### config.mk
export PLATFORM = sky130hd
export DESIGN_NAME = mdio_responder
export DESIGN_NICKNAME = d
export VERILOG_FILES = /design/src/rtl/mdio_responder.sv
export SDC_FILE = /design/constraint.sdc
export NUM_CORES = 1
export LEC_CHECK = 0
export CORE_UTILIZATION = 50
export CTS_BUF_LIST = sky130_fd_sc_hd__clkbuf_8
export CTS_CLUSTER_SIZE = 24
export DETAILED_ROUTE_END_ITERATION = 12
export GPL_TIMING_DRIVEN = 0
export HOLD_SLACK_MARGIN = 0.08
export PLACE_DENSITY_LB_ADDON = 0.2
export SLEW_MARGIN = 20
export SYNTH_ARGS = -nofsm -noshare
export SYNTH_HDL_FRONTEND = slang
export SYNTH_SLANG_ARGS = --single-unit
### constraint.sdc
create_clock -name clk -period 2.3 [get_ports clk]
set_input_delay 0.46 -clock clk [delete_from_list [all_inputs] [get_ports clk]]
set_output_delay 0.46 -clock clk [all_outputs]
set_load 0.1 [all_outputs]
### src/rtl/mdio_responder.sv
// MDIO (clause-22 style) management responder: decodes ST/OP/PHYAD/REGAD frames
// sampled on MDC edges in the clk domain and bridges them to a simple register-file port.
module mdio_responder #(
  parameter logic [4:0] PHY_ADDR = 5'd1
) (
  input  logic        clk,
  input  logic        reset,
  input  logic        MDC,
  input  logic        MDIO_OUT,
  input  logic        MDIO_OE,
  output logic        MDIO_IN,
  output logic        MDIO_DRV,
  output logic [4:0]  ADDR,
  output logic [15:0] WR_DATA,
  output logic        WR_STB,
  input  logic [15:0] RD_DATA,
  output logic        RD_STB,
  output logic        BUSY
);

  typedef enum logic [2:0] {
    ST_IDLE, ST_START, ST_HDR, ST_TA, ST_WDATA, ST_RDATA, ST_SKIP
  } state_t;

  state_t      state, state_n;
  logic        mdc_q, rise, fall;
  logic        is_read, is_read_n;
  logic [4:0]  bit_cnt, bit_cnt_n;
  logic [10:0] hdr_sr, hdr_sr_n;
  logic [11:0] hdr_full;
  logic [15:0] rd_sr, rd_sr_n;
  logic [4:0]  addr_n;
  logic [15:0] wr_data_n;
  logic        wr_stb_n, rd_stb_n, mdio_in_n, mdio_drv_n;

  assign rise = MDC & ~mdc_q;
  assign fall = ~MDC & mdc_q;
  assign BUSY = (state != ST_IDLE);

  // NOTE: every output of this block gets a default first, so no path can infer a latch.
  always_comb begin
    state_n    = state;
    is_read_n  = is_read;
    bit_cnt_n  = bit_cnt;
    hdr_sr_n   = hdr_sr;
    rd_sr_n    = rd_sr;
    addr_n     = ADDR;
    wr_data_n  = WR_DATA;
    wr_stb_n   = 1'b0;
    rd_stb_n   = 1'b0;
    mdio_in_n  = MDIO_IN;
    mdio_drv_n = MDIO_DRV;
    hdr_full   = {hdr_sr, MDIO_OUT};

    unique case (state)
      ST_IDLE: begin
        bit_cnt_n = '0;
        if (rise && MDIO_OE && !MDIO_OUT) state_n = ST_START;
      end
      ST_START: begin
        if (rise) begin
          if (!MDIO_OE)     state_n = ST_IDLE;
          else if (MDIO_OUT) begin
            state_n   = ST_HDR;
            bit_cnt_n = '0;
          end
        end
      end
      ST_HDR: begin
        if (rise) begin
          if (!MDIO_OE) begin
            state_n = ST_IDLE;
          end else if (bit_cnt == 5'd11) begin
            // hdr_full = {OP[1:0], PHYAD[4:0], REGAD[4:0]}
            if (hdr_full[9:5] == PHY_ADDR &&
                (hdr_full[11:10] == 2'b01 || hdr_full[11:10] == 2'b10)) begin
              state_n   = ST_TA;
              bit_cnt_n = '0;
              is_read_n = (hdr_full[11:10] == 2'b10);
              addr_n    = hdr_full[4:0];
              if (hdr_full[11:10] == 2'b10) begin
                rd_sr_n  = RD_DATA;
                rd_stb_n = 1'b1;
              end
            end else begin
              // Skip counter continues from the 14 frame bits already seen.
              state_n   = ST_SKIP;
              bit_cnt_n = 5'd14;
            end
          end else begin
            hdr_sr_n  = hdr_full[10:0];
            bit_cnt_n = bit_cnt + 5'd1;
          end
        end
      end
      ST_TA: begin
        if (is_read) begin
          // Read turnaround: release on the first fall, drive 0 on the second.
          if (fall) begin
            if (bit_cnt == 5'd0) begin
              bit_cnt_n = 5'd1;
            end else begin
              mdio_drv_n = 1'b1;
              mdio_in_n  = 1'b0;
              bit_cnt_n  = '0;
              state_n    = ST_RDATA;
            end
          end
        end else if (rise) begin
          if (!MDIO_OE) begin
            state_n = ST_IDLE;
          end else if (bit_cnt == 5'd1) begin
            bit_cnt_n = '0;
            state_n   = ST_WDATA;
          end else begin
            bit_cnt_n = 5'd1;
          end
        end
      end
      ST_WDATA: begin
        if (rise) begin
          if (!MDIO_OE) begin
            state_n = ST_IDLE;
          end else begin
            wr_data_n = {WR_DATA[14:0], MDIO_OUT};
            if (bit_cnt == 5'd15) begin
              wr_stb_n = 1'b1;
              state_n  = ST_IDLE;
            end else begin
              bit_cnt_n = bit_cnt + 5'd1;
            end
          end
        end
      end
      ST_RDATA: begin
        if (fall) begin
          if (bit_cnt == 5'd16) begin
            mdio_drv_n = 1'b0;
            mdio_in_n  = 1'b0;
            state_n    = ST_IDLE;
          end else begin
            mdio_in_n = rd_sr[15];
            rd_sr_n   = {rd_sr[14:0], 1'b0};
            bit_cnt_n = bit_cnt + 5'd1;
          end
        end
      end
      ST_SKIP: begin
        if (rise) begin
          if (bit_cnt == 5'd31) state_n = ST_IDLE;
          else                  bit_cnt_n = bit_cnt + 5'd1;
        end
      end
      default: state_n = ST_IDLE;
    endcase
  end

  // NOTE: sequential state uses non-blocking assignments so all registers update together.
  always_ff @(posedge clk) begin
    if (!reset) begin
      state    <= ST_IDLE;
      mdc_q    <= 1'b0;
      is_read  <= 1'b0;
      bit_cnt  <= '0;
      hdr_sr   <= '0;
      rd_sr    <= '0;
      ADDR     <= '0;
      WR_DATA  <= '0;
      WR_STB   <= 1'b0;
      RD_STB   <= 1'b0;
      MDIO_IN  <= 1'b0;
      MDIO_DRV <= 1'b0;
    end else begin
      state    <= state_n;
      mdc_q    <= MDC;
      is_read  <= is_read_n;
      bit_cnt  <= bit_cnt_n;
      hdr_sr   <= hdr_sr_n;
      rd_sr    <= rd_sr_n;
      ADDR     <= addr_n;
      WR_DATA  <= wr_data_n;
      WR_STB   <= wr_stb_n;
      RD_STB   <= rd_stb_n;
      MDIO_IN  <= mdio_in_n;
      MDIO_DRV <= mdio_drv_n;
    end
  end

endmodule
==> results of run 1 <==
## cells in the mapped netlist (all sizes together), types with 3 or more instances
cell / number
dfxtp: 62
nand2: 61
nor2: 46
a21oi: 26
nand3: 25
mux2i: 18
a311oi: 16
clkbuf: 15
buf: 12
and3: 6
ha: 6
inv: 6
o21ai: 6
nor2b: 5
a211oi: 4
nand2b: 4
and4bb: 3
nand3b: 3
nand4: 3
nor3: 3
nor3b: 3
o31ai: 3
## power groups by stage
stage,Clock [W],Sequential (W),Combinational (W)
finish,0.000827,0.00113,0.000462
global route,0.000891,0.00113,0.000500
CTS,0.000843,0.00112,0.000455
detailed placement,0,0.00114,0.000448
global placement,0,0.00114,0.000445
floorplan,0,0.00114,0.000326
## timing repair
item	CTS	global route
pin swaps	1	2
resized for setup	22	18
endpoints found under the setup margin	28	40
setup buffers	0	0
hold buffers	0	0
## cells by family (layout without fill, tap and decap cells)
| logic type | count (synthesis) | in the layout | share of synthesized area, % |
|---|---|---|---|
| adder cells (fa/ha/maj) | 6 | 6 | 2.50 |
| AO/OA/AOI/OAI | 72 | 72 | 17.8 |
| buffers and inverters | 33 | 94 | 4.88 |
| flip-flops | 62 | 62 | 41.4 |
| AND/OR/NAND/NOR | 172 | 172 | 27.4 |
| multiplexers | 18 | 18 | 6.00 |
## cell usage in the layout, fill, tap and decap left out, drive strengths merged, types with 2 or more instances in the layout
master	n
dfxtp	62
a32oi	2
and4bb	3
nor3b	3
dlymetal6s2s	8
nand3	25
o21ai	6
clkbuf	25
ha	6
nand2	61
a221oi	2
nand3b	3
a22oi	2
nand2b	4
and3	6
nor3	3
buf	13
a21oi	26
nor4	2
nand4	3
nor2b	5
dlygate4sd2	14
mux2i	18
clkinv	3
clkdlybuf4s50	22
a311oi	16
or3	2
inv	8
a211oi	4
a21o	2
nor2	46
o31ai	3
## sequential cells by signal, summed over array words and instances, names as in the netlist, 3 cells and up
register / count
ADDR: 5
state: 3
bit_cnt: 5
WR_DATA: 16
rd_sr: 16
hdr_sr: 11
## final timing paths
path | slack, ns | startpoint | cells past startpoint | to
max | 0.04 | ADDR[0]$_SDFFE_PN0P_ | 1 | ADDR[0]
min reg2reg | 0.45 | WR_DATA[15]$_SDFFE_PN0P_ | 2 | WR_DATA[15]$_SDFFE_PN0P_
max reg2reg | 0.12 | bit_cnt[0]$_SDFFE_PN0P_ | 9 | state[0]$_SDFFE_PN0P_
min | 0.45 | WR_DATA[15]$_SDFFE_PN0P_ | 2 | WR_DATA[15]$_SDFFE_PN0P_
## layout make-up
class	instances	area [µm²]
buffer	27	125
clock buffer	10	138
clock inverter	6	30.0
fill	483	1890
inverter	6	22.5
multi-input combinational	268	1660
sequential	62	1240
tap	72	90.1
timing repair buffer	45	448
## stage by stage
| stage | instance area (µm²) | hold slack [ns] | setup WS, ns |
|---|---|---|---|
| final | 3760 | 0.453 | 0.0367 |
| after global routing | 3760 | 0.483 | 0.00125 |
| after global placement | 3540 | 0.445 | -0.395 |
| after CTS | 3700 | 0.459 | 0.00144 |
| after floorplan | 3000 | 0.446 | 0.125 |
| after detailed placement | 3540 | 0.449 | -0.422 |
## layer usage
| metal | wire length, µm | global-route usage [%] | vias to the layer above | part of all wire, % |
|---|---|---|---|---|
| met5 | 0 | 0 | - | 0 |
| met1 | 3310 | 31.3 | 1317 | 47 |
| met4 | 129 | 8.18 | 0 | 1.8 |
| met2 | 3170 | 36.7 | 95 | 45 |
| met3 | 394 | 8.00 | 14 | 5.6 |
| li1 | - | - | 1398 | - |
==> metrics.cfg, run 1 <==
[cells_and_area]
drive_gt1_share_pct = 11.6
fin_cells = 496
antenna_cells = 0
final_nets = 446
syn2layout_area_growth_pct = 25.2
fin_util_pct = 66.6

[detailed_routing]
antenna_left = 0
drc = 0
via_per_inst = 5.69
routed_wirelength_um = 7010
dr.first_iter.drc_count = 293
firstDrtPassIters = 6
vias = 2824
wl_per_cell_um = 14.1

[logic_synthesis]
netlist_instances = 363
synth_area_leaders = dfxtp_1, nand2_1, mux2i_1
syn_nets = 390
yosysWarningCount = 0
syn_area_per_cell_um2 = 8.27
ys_ff_latch = 62
ys.flop_type = dfxtp_1
synth_top_area_cell = dfxtp_1
ys_seq_area_share_pct = 41.4
synth_top_area_share_pct = 41.4
syn_area_mm2 = 0.00300
synth_edf_count = 0
synthArstFlopShare_pct = 0
synth_cell_types = 54

[pwr]
p_leak_nw = 1.51
pwr-share-clk_pct = 34.2
intPower_w = 0.00167
power.total_w = 0.00241
swShare_pct = 31.0
vdd_drop_max_mv = 0.474
seqPwrFrac_pct = 46.6
switchingPower_w = 0.000748
combPwrFrac_pct = 19.1
p_per_area_mw_per_mm2 = 643

[sta]
fin_crit_sh_pct = 98.4
slew_viol_final = 0
relSlewSlack_pct = 35.7
fin_crit_ns = 2.26
tightest_slew_ns = 0.962
clock.fmax_ghz = 0.442
skew_ns = 0.00540
finalSetupViolations = 0
fin_tns_setup_ns = 0
rsz0062_at_grt = false
final_hold_viol_count = 0

[clocking]
cts_root_buf = clkbuf_8
insertion_delay_ns = 0.34
cts_buffers = 9
tritoncts = yes
clock_path_buffers = 2
htree_num_levels = 3
cts.sinks = 62
clk_pin_slew_ns = 0.07

[global_routing]
antenna_found_initial = 0
grt_pass1_wl_um = 11700
grt_pass1_vias = 2491
grt_max_degree = 11
grt.total_usage_pct = 23.9
overflow = 0

[floorplanning]
dieArea_mm2 = 0.00631
die_h_um = 79.5
rows = 27
ios = 47
dieWidth_um = 79.5
core_area_mm2 = 0.00564
initial_core_util_pct = 53.2

[setup_path]
path_max_fanout = 2
slowest_stage = clkdlybuf4s50_1
cp_top_family = buffers and inverters
crit_path_end_kind = primary output
slowest_delay_ns = 1.13
worstSetupPathType = reg2out
crit_arrival_ns = 1.80
path_cells = clkdlybuf4s50_1
crit_buf_inv = 1
cp.required_ns = 1.84
crit_path_start_kind = flip-flop

[run]
max_cap_viol_count = 0

[placed_design]
detailed_place_hpwl_um = 4880
globalplace.congestion = 0.932
port_buffers = 45
dpl.cell_count = 480

[run_status]
outcome = finished, final reports clean

[min_path]
hold_path.class = reg2reg

Note: power is estimated with default switching activity, not from simulation.
==> run 2: changes to the inputs <==
--- a/config.mk
+++ b/config.mk
@@ -5,7 +5,8 @@
 export SDC_FILE = /design/constraint.sdc
 export NUM_CORES = 1
 export LEC_CHECK = 0
-export CORE_UTILIZATION = 50
+export CORE_ASPECT_RATIO = 0.7
+export CORE_UTILIZATION = 55
 export CTS_BUF_LIST = sky130_fd_sc_hd__clkbuf_8
 export CTS_CLUSTER_SIZE = 24
 export DETAILED_ROUTE_END_ITERATION = 12
==> constraint.sdc (replaced) <==
create_clock -name clk -period 2.29 [get_ports clk]
set_input_delay 0.458 -clock clk [delete_from_list [all_inputs] [get_ports clk]]
set_output_delay 0.458 -clock clk [all_outputs]
set_load 0.1 [all_outputs]
==> run 2 against run 1 <==
Clock skew grew 0.0039 ns; clock power is 17% higher; global-route usage increased by 3.4 points; cell area grew 2.7%; sequential share of layout area fell by 0.77 points; wire length rose by 10%; clock-buffer cell count decreased by 1; cell count increased by 0.81%; sequential power barely moved; largest power group unchanged.
==> metrics.cfg, run 2 (synthesized netlist as in run 1, its figures left out) <==
[run_status]
outcome = finished, final reports clean

[placed_design]
dpl.cell_count = 480  ; unchanged
globalplace.congestion = 0.931  ; -0.15%
detailed_place_hpwl_um = 5060  ; +3.6%
placed_area_mm2 = 0.00354  ; unchanged
port_buffers = 45  ; unchanged

[detailed_routing]
antenna_left = 0  ; unchanged
firstDrtPassIters = 7  ; +1
via_per_inst = 5.90  ; +3.6%
routed_wirelength_um = 7710  ; +10%
vias = 2948  ; +4.4%
route.met3.wl_um = 606  ; +54%
drc = 0  ; unchanged
wl_per_cell_um = 15.4  ; +9.2%
dr.first_iter.drc_count = 255  ; -13%
routed.top_layer = met4
met2WireLength_um = 3420  ; +7.8%
wl_met1_um = 3550  ; +7.0%

[clocking]
clk_pin_slew_ns = 0.08  ; about the same
insertion_delay_ns = 0.35  ; about the same
hold_buffers = 0  ; unchanged
htree_num_levels = 3  ; unchanged
cts.sinks = 62  ; unchanged
clock_path_buffers = 2  ; unchanged
cts_root_buf = clkbuf_8
cts_buffers = 9  ; unchanged
tritoncts = yes

[cells_and_area]
syn2layout_area_growth_pct = 28.6
fin_util_pct = 73.4  ; +6.8 points
drive_gt1_share_pct = 14.5  ; +2.9 points
post-route-cell-area_mm2 = 0.00386  ; +2.7%
top_regs = WR_DATA (16), rd_sr (16), hdr_sr (11)
layout_common_cells = dfxtp_1, nand2_1, nor2_1
final_nets = 450  ; +0.90%
antenna_cells = 0  ; unchanged
fin_cells = 500  ; +0.81%

[run]
max_cap_viol_count = 0  ; unchanged

[sta]
clock.fmax_ghz = 0.444
final_hold_viol_count = 0  ; unchanged
tightest_slew_ns = 0.966  ; +0.00451 ns
fin_crit_sh_pct = 98.4
skew_ns = 0.00931  ; +0.00391 ns
relSlewSlack_pct = 35.4  ; -0.30 points
slew_viol_final = 0  ; unchanged
finalSetupViolations = 0  ; unchanged
whs_ns = 0.454  ; +0.000746 ns
fin_crit_ns = 2.25

[setup_path]
cp_top_family = buffers and inverters
slowest_delay_ns = 1.12  ; about the same
slowest_stage = clkdlybuf4s50_1
path_cells = clkdlybuf4s50_1
cp.required_ns = 1.83  ; about the same
crit_path_start_kind = flip-flop
crit_buf_inv = 1  ; unchanged
path_max_fanout = 1  ; -1
r2r_start = bit_cnt[0]$_SDFFE_PN0P_
worstSetupPathType = reg2out
setup.worst_path.start = RD_STB$_SDFF_PN0_
crit_arrival_ns = 1.80  ; about the same
crit_path_end_kind = primary output

[global_routing]
grt.total_usage_pct = 27.3  ; +3.4 points
antenna_found_initial = 0  ; unchanged
grt_pass1_vias = 2678  ; +7.5%
overflow = 0  ; unchanged
grt_max_degree = 13  ; +2
grt_pass1_wl_um = 12400  ; +6.4%

[min_path]
hold_path.class = reg2reg
hp-start = WR_DATA[15]$_SDFFE_PN0P_

[pwr]
vdd_drop_max_mv = 0.358  ; -25%
p_leak_nw = 1.51  ; -0.16%
p_per_area_mw_per_mm2 = 684  ; +6.4%

[floorplanning]
initial_core_util_pct = 57.1  ; +3.9 points
core_area_mm2 = 0.00526  ; -6.8%
die_h_um = 63.8  ; -20%
dieWidth_um = 90.3  ; +14%
ios = 47  ; unchanged
dieArea_mm2 = 0.00576  ; -8.8%
rows = 22  ; -19%

-- run 2: final cells by class --
type	instances	area (µm²)
buffer	27	130
tap	72	90.1
timing repair buffer	49	468
clock inverter	7	73.8
multi-input combinational	268	1700
sequential	62	1250
clock buffer	9	124
inverter	6	22.5
fill	400	1400
-- run 2: metrics by stage --
step | power [W] | setup TNS [ns] | setup slack, ns
global route | 0.00272 | -0.0612 | -0.0298
finish | 0.00264 | 0 | 0.0360
global placement | 0.00159 | -13.69 | -0.489
floorplan | 0.00147 | 0 | 0.115
CTS | 0.00257 | 0 | 0.00165
detailed placement | 0.00160 | -16.12 | -0.564
-- run 2: power by group --
group	total, W	leakage (nW)	internal, W	switching (W)
logic	0.000536	0.910	0.000192	0.000344
registers	0.00113	0.501	0.00110	0.0000328
clock network	0.000967	0.0996	0.000505	0.000462
-- run 2: timing repair --
| item | in CTS | in global routing |
|---|---|---|
| setup endpoints to repair | 32 | 37 |
| pin swaps | 2 | 5 |
| buffers inserted | 0 | 4 |
| gates resized for setup | 27 | 28 |
| gates cloned | 0 | 0 |
-- run 2: per-layer routing --
metal,global-route usage (%),vias up
met5,0,-
met3,7.86,16
met1,36.0,1368
met2,41.9,154
met4,12.1,0
li1,-,1410
-- run 2: final timing paths --
kind                                   end  slack, ns  cells after the start
hold / removal    WR_DATA[15]$_SDFFE_PN0P_       0.45                      2
setup / recovery                    RD_STB       0.04                      1
hold reg to reg   WR_DATA[15]$_SDFFE_PN0P_       0.45                      2
setup reg to reg     state[1]$_SDFFE_PN0P_       0.06                      9
==> RTL change (flow settings as in run 1) <==
Register the inputs `MDC`, `MDIO_OUT`, `MDIO_OE` and `RD_DATA` before use, cleared by the reset. The logic sees them one clock later.
--- a/src/rtl/mdio_responder.sv
+++ b/src/rtl/mdio_responder.sv
@@ -22,6 +22,25 @@
     ST_IDLE, ST_START, ST_HDR, ST_TA, ST_WDATA, ST_RDATA, ST_SKIP
   } state_t;
 
+  logic MDC_q;
+  logic MDIO_OUT_q;
+  logic MDIO_OE_q;
+  logic [15:0] RD_DATA_q;
+
+  always_ff @(posedge clk) begin
+    if (!reset) begin
+      MDC_q      <= '0;
+      MDIO_OUT_q <= '0;
+      MDIO_OE_q  <= '0;
+      RD_DATA_q  <= '0;
+    end else begin
+      MDC_q      <= MDC;
+      MDIO_OUT_q <= MDIO_OUT;
+      MDIO_OE_q  <= MDIO_OE;
+      RD_DATA_q  <= RD_DATA;
+    end
+  end
+
   state_t      state, state_n;
   logic        mdc_q, rise, fall;
   logic        is_read, is_read_n;
@@ -33,8 +52,8 @@
   logic [15:0] wr_data_n;
   logic        wr_stb_n, rd_stb_n, mdio_in_n, mdio_drv_n;
 
-  assign rise = MDC & ~mdc_q;
-  assign fall = ~MDC & mdc_q;
+  assign rise = MDC_q & ~mdc_q;
+  assign fall = ~MDC_q & mdc_q;
   assign BUSY = (state != ST_IDLE);
 
   // NOTE: every output of this block gets a default first, so no path can infer a latch.
@@ -50,17 +69,17 @@
     rd_stb_n   = 1'b0;
     mdio_in_n  = MDIO_IN;
     mdio_drv_n = MDIO_DRV;
-    hdr_full   = {hdr_sr, MDIO_OUT};
+    hdr_full   = {hdr_sr, MDIO_OUT_q};
 
     unique case (state)
       ST_IDLE: begin
         bit_cnt_n = '0;
-        if (rise && MDIO_OE && !MDIO_OUT) state_n = ST_START;
+        if (rise && MDIO_OE_q && !MDIO_OUT_q) state_n = ST_START;
       end
       ST_START: begin
         if (rise) begin
-          if (!MDIO_OE)     state_n = ST_IDLE;
-          else if (MDIO_OUT) begin
+          if (!MDIO_OE_q)     state_n = ST_IDLE;
+          else if (MDIO_OUT_q) begin
             state_n   = ST_HDR;
             bit_cnt_n = '0;
           end
@@ -68,7 +87,7 @@
       end
       ST_HDR: begin
         if (rise) begin
-          if (!MDIO_OE) begin
+          if (!MDIO_OE_q) begin
             state_n = ST_IDLE;
           end else if (bit_cnt == 5'd11) begin
             // hdr_full = {OP[1:0], PHYAD[4:0], REGAD[4:0]}
@@ -79,7 +98,7 @@
               is_read_n = (hdr_full[11:10] == 2'b10);
               addr_n    = hdr_full[4:0];
               if (hdr_full[11:10] == 2'b10) begin
-                rd_sr_n  = RD_DATA;
+                rd_sr_n  = RD_DATA_q;
                 rd_stb_n = 1'b1;
               end
             end else begin
@@ -107,7 +126,7 @@
             end
           end
         end else if (rise) begin
-          if (!MDIO_OE) begin
+          if (!MDIO_OE_q) begin
             state_n = ST_IDLE;
           end else if (bit_cnt == 5'd1) begin
             bit_cnt_n = '0;
@@ -119,10 +138,10 @@
       end
       ST_WDATA: begin
         if (rise) begin
-          if (!MDIO_OE) begin
+          if (!MDIO_OE_q) begin
             state_n = ST_IDLE;
           end else begin
-            wr_data_n = {WR_DATA[14:0], MDIO_OUT};
+            wr_data_n = {WR_DATA[14:0], MDIO_OUT_q};
             if (bit_cnt == 5'd15) begin
               wr_stb_n = 1'b1;
               state_n  = ST_IDLE;
@@ -172,7 +191,7 @@
       MDIO_DRV <= 1'b0;
     end else begin
       state    <= state_n;
-      mdc_q    <= MDC;
+      mdc_q    <= MDC_q;
       is_read  <= is_read_n;
       bit_cnt  <= bit_cnt_n;
       hdr_sr   <= hdr_sr_n;
Check against the original RTL: not equivalent (a bounded check fails within 4 cycles, from zero or initial values and one cycle with reset low).
==> RTL change against run 1 <==
The flow now finishes with violations (DRC); combinational power rose by 2%; final area increased by 17%; setup slack improved by 34 ps; sequential cell count increased by 19; via count increased by 5.6%; critical path type unchanged; total power increased by 17%; routed wire length grew 11%; die area rose by 21%; area after synthesis rose by 21%.
==> RTL change: results (changes against run 1) <==
[placed_design]
place_congestion = 0.926  ; -0.65%
dp_hpwl_um = 5640  ; +15%

[sta]
worst_slew_pin_slew_ps = 977  ; +14.9 ps
holdWs_ps = 464  ; +11.4 ps
clock_skew_ps = 9.34  ; +3.95 ps

[grt]
grt_pass1_wl_um = 12900  ; +11%
met1_usage_pct = 26.9  ; -4.4 points
use_met2_pct = 36.2  ; -0.52 points
gr-usage-all-layers_pct = 21.9  ; -2.0 points

[power]
power_density_nw_per_um2 = 644  ; +0.19%
p_clk_share_pct = 31.3  ; -2.9 points
p_seq_share_pct = 52.0  ; +5.4 points
leakage_nw = 1.98  ; +31%

[critical_path]
rr_endpoint = state[2]$_SDFFE_PN0P_
r2r_slack_ps = 140  ; +20 ps
crit_end = WR_STB

[synth]
synth_fa_ha_area_share_pct = 2.06  ; -0.44 points
synth_compound_area_share_pct = 16.7  ; -1.1 points
yosysSeqAreaShare_pct = 44.5  ; +3.2 points
synth_area_leaders = dfxtp_1 45%, mux2i_1 8.8%, a211oi_2 4.8%
synth_mux_area_share_pct = 8.80  ; +2.8 points

[routing]
vias_per_cell = 5.48  ; -3.7%
drc = 1  ; +1
routed-wl-met2_um = 3590  ; +13%
drt-total-wl_um = 7750  ; +11%
firstDrtPassIters = 9  ; +3
wl_met1_um = 3450  ; +4.2%

[run_status]
violations = DRC
status = complete, but fails checks

[layout]
drive_gt1_share_pct = 13.8  ; +2.3 points
nets = 471  ; +5.6%
top_regs = RD_DATA_q x16, WR_DATA x16, rd_sr x16

[clock_network]
cts_resized = 17  ; -23%

==> RTL change: area by class of cell <==
class	instances	area [µm²]	area share, %
timing repair buffer	46	455	10.4
buffer	26	149	3.39
clock inverter	6	36.3	0.827
tap	96	120	2.74
sequential	81	1620	37.0
clock buffer	9	124	2.82
inverter	9	33.8	0.770
multi-input combinational	271	1850	42.1
==> RTL change: per-stage QoR <==
stage	setup WS [ps]	cell area, µm²	instances	setup TNS [ps]
2_1_floorplan	252	3640	387	0
3_3_place_gp	23.9	4220	529	0
3_5_place_dp	-30.9	4220	529	-152
4_1_cts	-14.9	4360	544	-14.9
5_1_grt	17.2	4390	544	0
6_report	70.3	4390	544	0
==> RTL change: cell families (layout without fill, tap and decap cells) <==
logic type | count (synthesis) | after routing
AND/OR/NAND/NOR | 154 | 154
adder cells (fa/ha/maj) | 6 | 6
AO/OA/AOI/OAI | 79 | 79
flip-flops | 81 | 81
buffers and inverters | 35 | 96
multiplexers | 32 | 32
